**config.mk**
```make
export PLATFORM = sky130hd
export DESIGN_NAME = crc_lut_engine_flat
export DESIGN_NICKNAME = d
export VERILOG_FILES = /design/src/rtl/crc_pkg.sv /design/src/rtl/crc_lut_engine_if.sv /design/src/rtl/crc_byte_step.sv /design/src/rtl/crc_lut_engine.sv /design/src/flat_wrapper.sv
export SDC_FILE = /design/constraint.sdc
export NUM_CORES = 1
export LEC_CHECK = 0
export ABC_AREA = 1
export CORE_ASPECT_RATIO = 1.75
export CORE_MARGIN = 5
export CORE_UTILIZATION = 30
export CTS_BUF_LIST = sky130_fd_sc_hd__clkbuf_4
export DETAILED_ROUTE_END_ITERATION = 8
export PLACE_DENSITY_LB_ADDON = 0.05
export SYNTH_ARGS = -nofsm -noshare
export SYNTH_HDL_FRONTEND = slang
export SYNTH_SLANG_ARGS = --single-unit
```
**constraint.sdc**
```tcl
create_clock -name clk -period 1.7 [get_ports clk]
set_input_delay 0.255 -clock clk [delete_from_list [all_inputs] [get_ports clk]]
set_output_delay 0.255 -clock clk [all_outputs]
set_load 0.01 [all_outputs]
```
**src/rtl/crc_pkg.sv**
```systemverilog
// rtl/crc_pkg.sv - shared widths, CRC word type and engine state encoding
package crc_pkg;
    localparam int CRC_W     = 32;
    localparam int BYTE_W    = 8;
    localparam int TAB_ABITS = 8;

    typedef logic [CRC_W-1:0] crc_t;

    typedef enum logic [1:0] {
        IDLE = 2'd0,
        BUSY = 2'd1,
        DONE = 2'd2
    } crc_state_t;
endpackage

```
**src/rtl/crc_lut_engine_if.sv**
```systemverilog
// rtl/crc_lut_engine_if.sv - word input stream, table port and result port of the CRC engine
interface crc_lut_engine_if;
    import crc_pkg::*;

    logic        s_valid;
    logic        s_ready;
    logic [31:0] s_data;
    logic [2:0]  s_nbytes;
    logic        s_sof;
    logic        s_eof;
    crc_t        tab_addr;
    crc_t        tab_rdata;
    logic        m_valid;
    logic        m_ready;
    crc_t        m_crc;

    modport master (
        output s_valid, s_data, s_nbytes, s_sof, s_eof, tab_rdata, m_ready,
        input  s_ready, tab_addr, m_valid, m_crc
    );

    modport slave (
        input  s_valid, s_data, s_nbytes, s_sof, s_eof, tab_rdata, m_ready,
        output s_ready, tab_addr, m_valid, m_crc
    );
endinterface

```
**src/rtl/crc_byte_step.sv**
```systemverilog
// rtl/crc_byte_step.sv - one table-driven CRC-32 byte update (MSB-first, combinational)
module crc_byte_step
    import crc_pkg::*;
(
    input  crc_t              crc_i,
    input  logic [BYTE_W-1:0] byte_i,
    input  crc_t              tab_rdata_i,
    output crc_t              tab_addr_o,
    output crc_t              next_crc_o
);
    assign tab_addr_o = {{(CRC_W-TAB_ABITS){1'b0}}, crc_i[CRC_W-1 -: BYTE_W] ^ byte_i};
    assign next_crc_o = {crc_i[CRC_W-BYTE_W-1:0], {BYTE_W{1'b0}}} ^ tab_rdata_i;
endmodule

```
**src/rtl/crc_lut_engine.sv**
```systemverilog
// rtl/crc_lut_engine.sv - byte-serial CRC-32 engine folding 1-4 bytes per word via an external table
module crc_lut_engine
    import crc_pkg::*;
#(
    parameter crc_t CRC_INIT   = 32'h0000_0000,
    parameter crc_t CRC_XOROUT = 32'h0000_0000
) (
    input  logic             clk,
    input  logic             rst,
    crc_lut_engine_if.slave  bus
);
    crc_state_t        state_q, state_d;
    crc_t              crc_q, crc_d;
    logic [31:0]       data_q, data_d;
    logic [2:0]        nb_q, nb_d;
    logic [1:0]        idx_q, idx_d;
    logic              eof_q, eof_d;

    logic [BYTE_W-1:0] cur_byte;
    logic [2:0]        nb_in;
    logic              last_byte;
    logic              accept;
    crc_t              step_addr;
    crc_t              step_crc;

    always_comb begin
        cur_byte = data_q[31:24];
        case (idx_q)
            2'd0: cur_byte = data_q[31:24];
            2'd1: cur_byte = data_q[23:16];
            2'd2: cur_byte = data_q[15:8];
            2'd3: cur_byte = data_q[7:0];
            default: cur_byte = data_q[31:24];
        endcase
    end

    crc_byte_step u_step (
        .crc_i       (crc_q),
        .byte_i      (cur_byte),
        .tab_rdata_i (bus.tab_rdata),
        .tab_addr_o  (step_addr),
        .next_crc_o  (step_crc)
    );

    assign nb_in     = (bus.s_nbytes > 3'd4) ? 3'd4 : bus.s_nbytes;
    // nb_q is 1..4 in BUSY; a count of 4 wraps to 0 in two bits, so minus one lands on index 3.
    assign last_byte = (idx_q == (nb_q[1:0] - 2'd1));

    assign bus.s_ready  = (state_q == IDLE) && !rst;
    assign accept       = bus.s_valid && bus.s_ready;
    assign bus.m_valid  = (state_q == DONE);
    assign bus.m_crc    = (state_q == DONE) ? (crc_q ^ CRC_XOROUT) : '0;
    assign bus.tab_addr = (state_q == BUSY) ? step_addr : '0;

    always_comb begin
        state_d = state_q;
        crc_d   = crc_q;
        data_d  = data_q;
        nb_d    = nb_q;
        idx_d   = idx_q;
        eof_d   = eof_q;
        case (state_q)
            IDLE: begin
                if (accept) begin
                    data_d = bus.s_data;
                    nb_d   = nb_in;
                    eof_d  = bus.s_eof;
                    idx_d  = 2'd0;
                    if (bus.s_sof) begin
                        crc_d = CRC_INIT;
                    end
                    if (nb_in != 3'd0) begin
                        state_d = BUSY;
                    end else if (bus.s_eof) begin
                        state_d = DONE;
                    end
                end
            end
            BUSY: begin
                crc_d = step_crc;
                idx_d = idx_q + 2'd1;
                if (last_byte) begin
                    state_d = eof_q ? DONE : IDLE;
                end
            end
            DONE: begin
                if (bus.m_ready) begin
                    crc_d   = CRC_INIT;
                    state_d = IDLE;
                end
            end
            default: state_d = IDLE;
        endcase
    end

    always_ff @(posedge clk) begin
        if (rst) begin
            state_q <= IDLE;
            crc_q   <= CRC_INIT;
            data_q  <= '0;
            nb_q    <= '0;
            idx_q   <= '0;
            eof_q   <= 1'b0;
        end else begin
            state_q <= state_d;
            crc_q   <= crc_d;
            data_q  <= data_d;
            nb_q    <= nb_d;
            idx_q   <= idx_d;
            eof_q   <= eof_d;
        end
    end
endmodule

```
**src/flat_wrapper.sv**
```systemverilog
// flat-port wrapper written by rule: the top's interface ports become plain ports
module crc_lut_engine_flat import crc_pkg::*;
#(
    parameter crc_t CRC_INIT   = 32'h0000_0000,
    parameter crc_t CRC_XOROUT = 32'h0000_0000
)
  (clk, rst, bus_s_valid, bus_s_data, bus_s_nbytes, bus_s_sof, bus_s_eof, bus_tab_rdata, bus_m_ready, bus_s_ready, bus_tab_addr, bus_m_valid, bus_m_crc);
  crc_lut_engine_if bus_i ();
  input  logic clk;
  input  logic rst;
  input wire logic [$bits(bus_i.s_valid)-1:0] bus_s_valid;
  input wire logic [$bits(bus_i.s_data)-1:0] bus_s_data;
  input wire logic [$bits(bus_i.s_nbytes)-1:0] bus_s_nbytes;
  input wire logic [$bits(bus_i.s_sof)-1:0] bus_s_sof;
  input wire logic [$bits(bus_i.s_eof)-1:0] bus_s_eof;
  input wire logic [$bits(bus_i.tab_rdata)-1:0] bus_tab_rdata;
  input wire logic [$bits(bus_i.m_ready)-1:0] bus_m_ready;
  output wire logic [$bits(bus_i.s_ready)-1:0] bus_s_ready;
  output wire logic [$bits(bus_i.tab_addr)-1:0] bus_tab_addr;
  output wire logic [$bits(bus_i.m_valid)-1:0] bus_m_valid;
  output wire logic [$bits(bus_i.m_crc)-1:0] bus_m_crc;
  assign bus_i.s_valid = bus_s_valid;
  assign bus_i.s_data = bus_s_data;
  assign bus_i.s_nbytes = bus_s_nbytes;
  assign bus_i.s_sof = bus_s_sof;
  assign bus_i.s_eof = bus_s_eof;
  assign bus_i.tab_rdata = bus_tab_rdata;
  assign bus_i.m_ready = bus_m_ready;
  assign bus_s_ready = bus_i.s_ready;
  assign bus_tab_addr = bus_i.tab_addr;
  assign bus_m_valid = bus_i.m_valid;
  assign bus_m_crc = bus_i.m_crc;
  crc_lut_engine #(.CRC_INIT(CRC_INIT), .CRC_XOROUT(CRC_XOROUT)) u_core (.clk(clk), .rst(rst), .bus(bus_i));
endmodule
```
[Word level (Yosys, flattened, before mapping)]
Cells that the tools add are included.
Operators by class
  add/sub/neg operators: 2
  order comparisons: 1
  equal/unequal tests: 11
  multiplexer cells: 17
  bitwise operators: 2
  reductions and logical operators: 12
Operator list (count)
  $mux W32: 4
  $pmux W32 S3: 1
  $pmux W8 S4: 1
  $xor A32 B32 Y32: 1
  $mux W2: 7
  $mux W8: 1
  $reduce_and A4 Y1: 2
  $xor A8 B8 Y8: 1
  $eq A2 B2 Y1 const B: 3
  $pmux W2 S3: 1
  $reduce_bool A3 Y1: 2
  $eq A2 B1 Y1 const B: 2
  $logic_not A2 Y1: 2
  $ne A2 B1 Y1 const B: 2
  $ne A2 B2 Y1 const B: 2
  $pmux W2 S2: 1
  $reduce_and A2 Y1: 2
  $gt A3 B3 Y1 const B: 1
  $mux W3: 1
  $ne A3 B3 Y1 const B: 1
  $add A2 B1 Y2 const B: 1
  $eq A2 B2 Y1: 1
  $logic_and A1 B1 Y1: 2
  $reduce_bool A2 Y1: 1
  2 further kinds: 2
Storage, ports and cells
  register bits after elaboration: 71
  input port bits: 73
  output and inout bits: 66
  logic and storage cells: 51

[Longest topological paths before layout]
  depth after elaboration: 6
  depth in mapped cells: 9
  depth with buffers taken out: 9

[Modules after synthesis]
Synthesis repeated with hierarchy kept, for this count alone.
Unflattened totals
  cell total of the unflattened synthesis: 711
  area total of the unflattened synthesis: 4246.6 um^2
Modules (own cells, without submodules)
  crc_lut_engine: times used 1, cells an instance 518, area each 3402.0 um^2, sequential area each 1421.4 um^2
  crc_byte_step: times used 1, cells an instance 193, area each 844.6 um^2, sequential area each 0.0 um^2

[Worst setup path before layout]
No wires, ideal clock.
  path type: reg-to-output
  from: register u_core.idx_q[0]
  to: output port bus_tab_addr[5]
  data arrival time: 1.460 ns
  required time: 1.445 ns
  path slack: -0.015 ns
  stages on the path, launching flop included: 10
  buffers on the path: 2
  path through: dfxtp_1 inv_1 ha_1 clkbuf_1 buf_2 a21oi_1 o211ai_1 nand3_1 nand2_1 nor2_1
On the way
  longest elaborated chain between the ends: 4
  elaborated cells on any way between the ends: 7
  those cells by class: eq/ne (3); mux (2); bitwise (1); reduce/logical (1)
Ends and longest elaborated chain
  from (decl): line crc_lut_engine.sv:16  | logic [1:0] idx_q, idx_d;
  from (signal assigned): line crc_lut_engine.sv:109  | idx_q <= idx_d;
  $eq A2 B2 Y1 (tied with other cells): line crc_lut_engine.sv:28  | case (idx_q)
  $pmux W8 S4 (*): line crc_lut_engine.sv:28
  $xor A8 B8 Y8 (*): line crc_byte_step.sv:11  | assign tab_addr_o = {{(CRC_W-TAB_ABITS){1'b0}}, crc_i[CRC_W-1 -: BYTE_W] ^ byte_i};
  $mux W8 (*): line crc_lut_engine.sv:53  | assign bus.tab_addr = (state_q == BUSY) ? step_addr : '0;
  to (decl): line flat_wrapper.sv:19  | output wire logic [$bits(bus_i.tab_addr)-1:0] bus_tab_addr;
Every way passes the cells marked *; elsewhere a longest branch is shown, timed or not.

[Final worst setup path]
  from: register u_core.idx_q[0]
  to: output port bus_tab_addr[6]
The elaborated chain is that of the path after synthesis.

==> impl_metrics.toml <==
[synth]
synth_top_area_cell = "dfxtp_1"
synth.avg_cell_area_um2 = 7.30
yosysWarnings = 0
synthAdderAreaFrac_pct = 1.28
synth.area.mux_share_pct = 0
synthSimpleGateAreaFrac_pct = 24.6
ys_types = 29
synth_area_um2 = 3900
netlist_instances = 535
synthXorXnorAreaFrac_pct = 5.38
yosys.area.top_type_share_pct = 36.4
synth_compound_area_share_pct = 16.3
synth-seq-cells = 71
synthTopCellsByArea = "dfxtp_1, nor2_1, nand2_1"
synth_top_family_by_area = "simple AND/OR/NAND/NOR gates"
yosysSeqAreaShare_pct = 36.4

[worst_setup_path]
worstRegToRegCells = 11
end_kind = "primary output"
regToRegSetupSlack_ns = -0.06
cp_slowest_cell = "dfxtp_4"
path_cells = "inv_2 -> ha_4 -> buf_6 -> a21oi_2 -> o211ai_1 -> a21oi_1 -> nor2_2 -> buf_2"
cp-start-kind = "flop"
crit_arrival_ns = 1.77
crit_path_max_fanout = 5
worstSetupPathType = "reg2out"
crit_buf_inv = 3
path_delay_family = "compound AO/OA/AOI/OAI gates"
crit_end = "bus_tab_addr[6]"
rr_startpoint = "u_core.state_q[0]"
cpPeakStageDelay_ns = 0.37
path_depth = 8
crit_path_start = "u_core.idx_q[0]"
required_ns = 1.44
r2r-end = "u_core.crc_q[20]"

[sta]
rsz0062_at_grt = "true"
fin_crit_ns = 2.02
setup_slack_ns = -0.323
setup-violations-final = 55
finClkSkew_ns = 0.0111
finalHoldViolations = 0
slew_violations = 0
fmax_ghz = 0.494
period_share_pct = 119
setup_tns_ns = -7.07

[final_layout]
drive_gt1_share_pct = 32.2
final_cells = 867
fill_cells = 1361
final_cell_mix = "nand2_1, clkdlybuf4s50_1, dfxtp_1"
final_common_cell = "nand2_1"
fin_nets = 767
area_delta_synth_final_pct = 51.4
postLayoutCellArea_um2 = 5910

[pwr]
power_w = 0.00466
pwr_density_cell_nw_per_um2 = 788
p_leak_nw = 2.32
peakVddDrop_mv = 0.280

[die]
ios = 139
dieHeight_um = 161
start_util_pct = 30.3
die_w_um = 96.2
num_rows = 55
dieArea_um2 = 15500
core_area_um2 = 12900

[run]
maxCapViolCount = 0

[route]
wire_per_inst_um = 14.6
drt_iter0_drc = 96
postRouteAntennaNets = 0
routed_wl_mm = 12.7
remaining_drc_errors = 0
via_per_inst = 4.36
vias = 3784
dr.pass1.iters = 4

[place]
placed_cells = 819
port_buffers = 114
place_ws_ns = -0.556
place.gp.congestion = 0.780
dp_hpwl_mm = 9.21
placedInstanceArea_um2 = 5200

[global_routing]
grt_pass1_wl_mm = 19.4
grt_max_degree = 37
overflow = 0
grtUsageTotal_pct = 16.2
antenna_found_initial = 1
grt_pass1_vias = 3911

[clock_network]
clk_pin_slew_ns = 0.11
insertion_delay_ns = 0.42
cts_tree = "yes"
holdBufCountCts = 0
cts-buffers-inserted = 9
cts.path.max_buffers = 2
cts_htree_levels = 3
cts.sinks = 71
cts_root_buf = "clkbuf_4"

[min_path]
hold_path_class = "in2reg"

[status]
violations = "setup timing"
status = "finished with violations"
power by group:
part,internal (W),switching (W)
logic,0.000871,0.000948
registers,0.00182,0.000121
clock network,0.000285,0.000618
area by class of cell:
class	instances	area (µm²)	area share, %
timing repair buffer	170	1640	27.7
multi-input combinational	373	2250	38.1
clock buffer	9	67.6	1.14
clock inverter	7	40.0	0.677
sequential	71	1440	24.3
antenna	1	2.50	0.0423
inverter	65	259	4.38
tap	171	214	3.62
worst min-delay path by stage:
| stage | from | to | slack (ns) | cells after the start |
|---|---|---|---|---|
| 2_1_floorplan | bus_s_nbytes[2] | u_core.nb_q[1] | 0.35 | 1 |
| 3_3_place_gp | u_core.data_q[26] | u_core.data_q[26] | 0.44 | 2 |
| 3_5_place_dp | u_core.data_q[26] | u_core.data_q[26] | 0.45 | 2 |
| 4_1_cts | rst | u_core.crc_q[31] | 0.29 | 3 |
| 5_1_grt | rst | u_core.crc_q[23] | 0.30 | 3 |
| 6_report | rst | u_core.data_q[31] | 0.32 | 4 |
synthesized netlist by cell type, drive strengths merged:
master	count
inv	64
a211oi	1
dfxtp	71
o211ai	8
a21oi	68
nand2	92
nand3	31
conb	1
xnor2	24
o31ai	1
ha	4
clkbuf	13
nand3b	1
buf	39
o21ai	19
clkinv	1
nor2	97
per-layer routing:
| metal | vias to the layer above | share of wire, % | global-route usage [%] |
|---|---|---|---|
| met5 | - | 0 | 0 |
| met4 | 0 | 1.8 | 5.25 |
| met3 | 16 | 5.8 | 3.94 |
| met2 | 93 | 57 | 30.7 |
| met1 | 1742 | 35 | 16.5 |
| li1 | 1933 | - | - |
per-stage QoR:
| step | utilization (%) | hold WS, ns |
|---|---|---|
| after floorplan | - | 0.352 |
| after global placement | 40.4 | 0.444 |
| after detailed placement | 40.4 | 0.447 |
| after CTS | 42.5 | 0.290 |
| after global routing | 45.9 | 0.299 |
| final | 45.9 | 0.316 |
flip-flops by register name, indices dropped and copies added, names as in the netlist:
signal / count
u_core.data_q: 32
u_core.state_q: 2
u_core.idx_q: 2
u_core.crc_q: 32
u_core.eof_q: 1
u_core.nb_q: 2
kinds of logic after synthesis:
group | Yosys count
adder cells (fa/ha/maj) | 4
other | 1
buffers and inverters | 117
AO/OA/AOI/OAI | 97
AND/OR/NAND/NOR | 221
flip-flops | 71
XOR/XNOR | 24
what timing repair did:
| item | in CTS | in global routing |
|---|---|---|
| resized for setup | 235 | 69 |
| hold endpoints to repair | 0 | 0 |
| buffers inserted | 15 | 15 |
| gates cloned | 1 | 3 |
| endpoints found under the setup margin | 66 | 61 |
| pin swaps | 18 | 22 |
worst register-to-register path, cell delays in order, from the launching register on:
cell and delay (ns):
dfxtp_4 0.38, nor2_4 0.14, clkinv_4 0.11, buf_6 0.13
buf_6 0.11, buf_6 0.12, buf_6 0.11, nand3_4 0.13
buf_6 0.15, nand2_8 0.08, a21oi_2 0.14, nor2_1 0.04
Power figures use the tool's default switching activity.
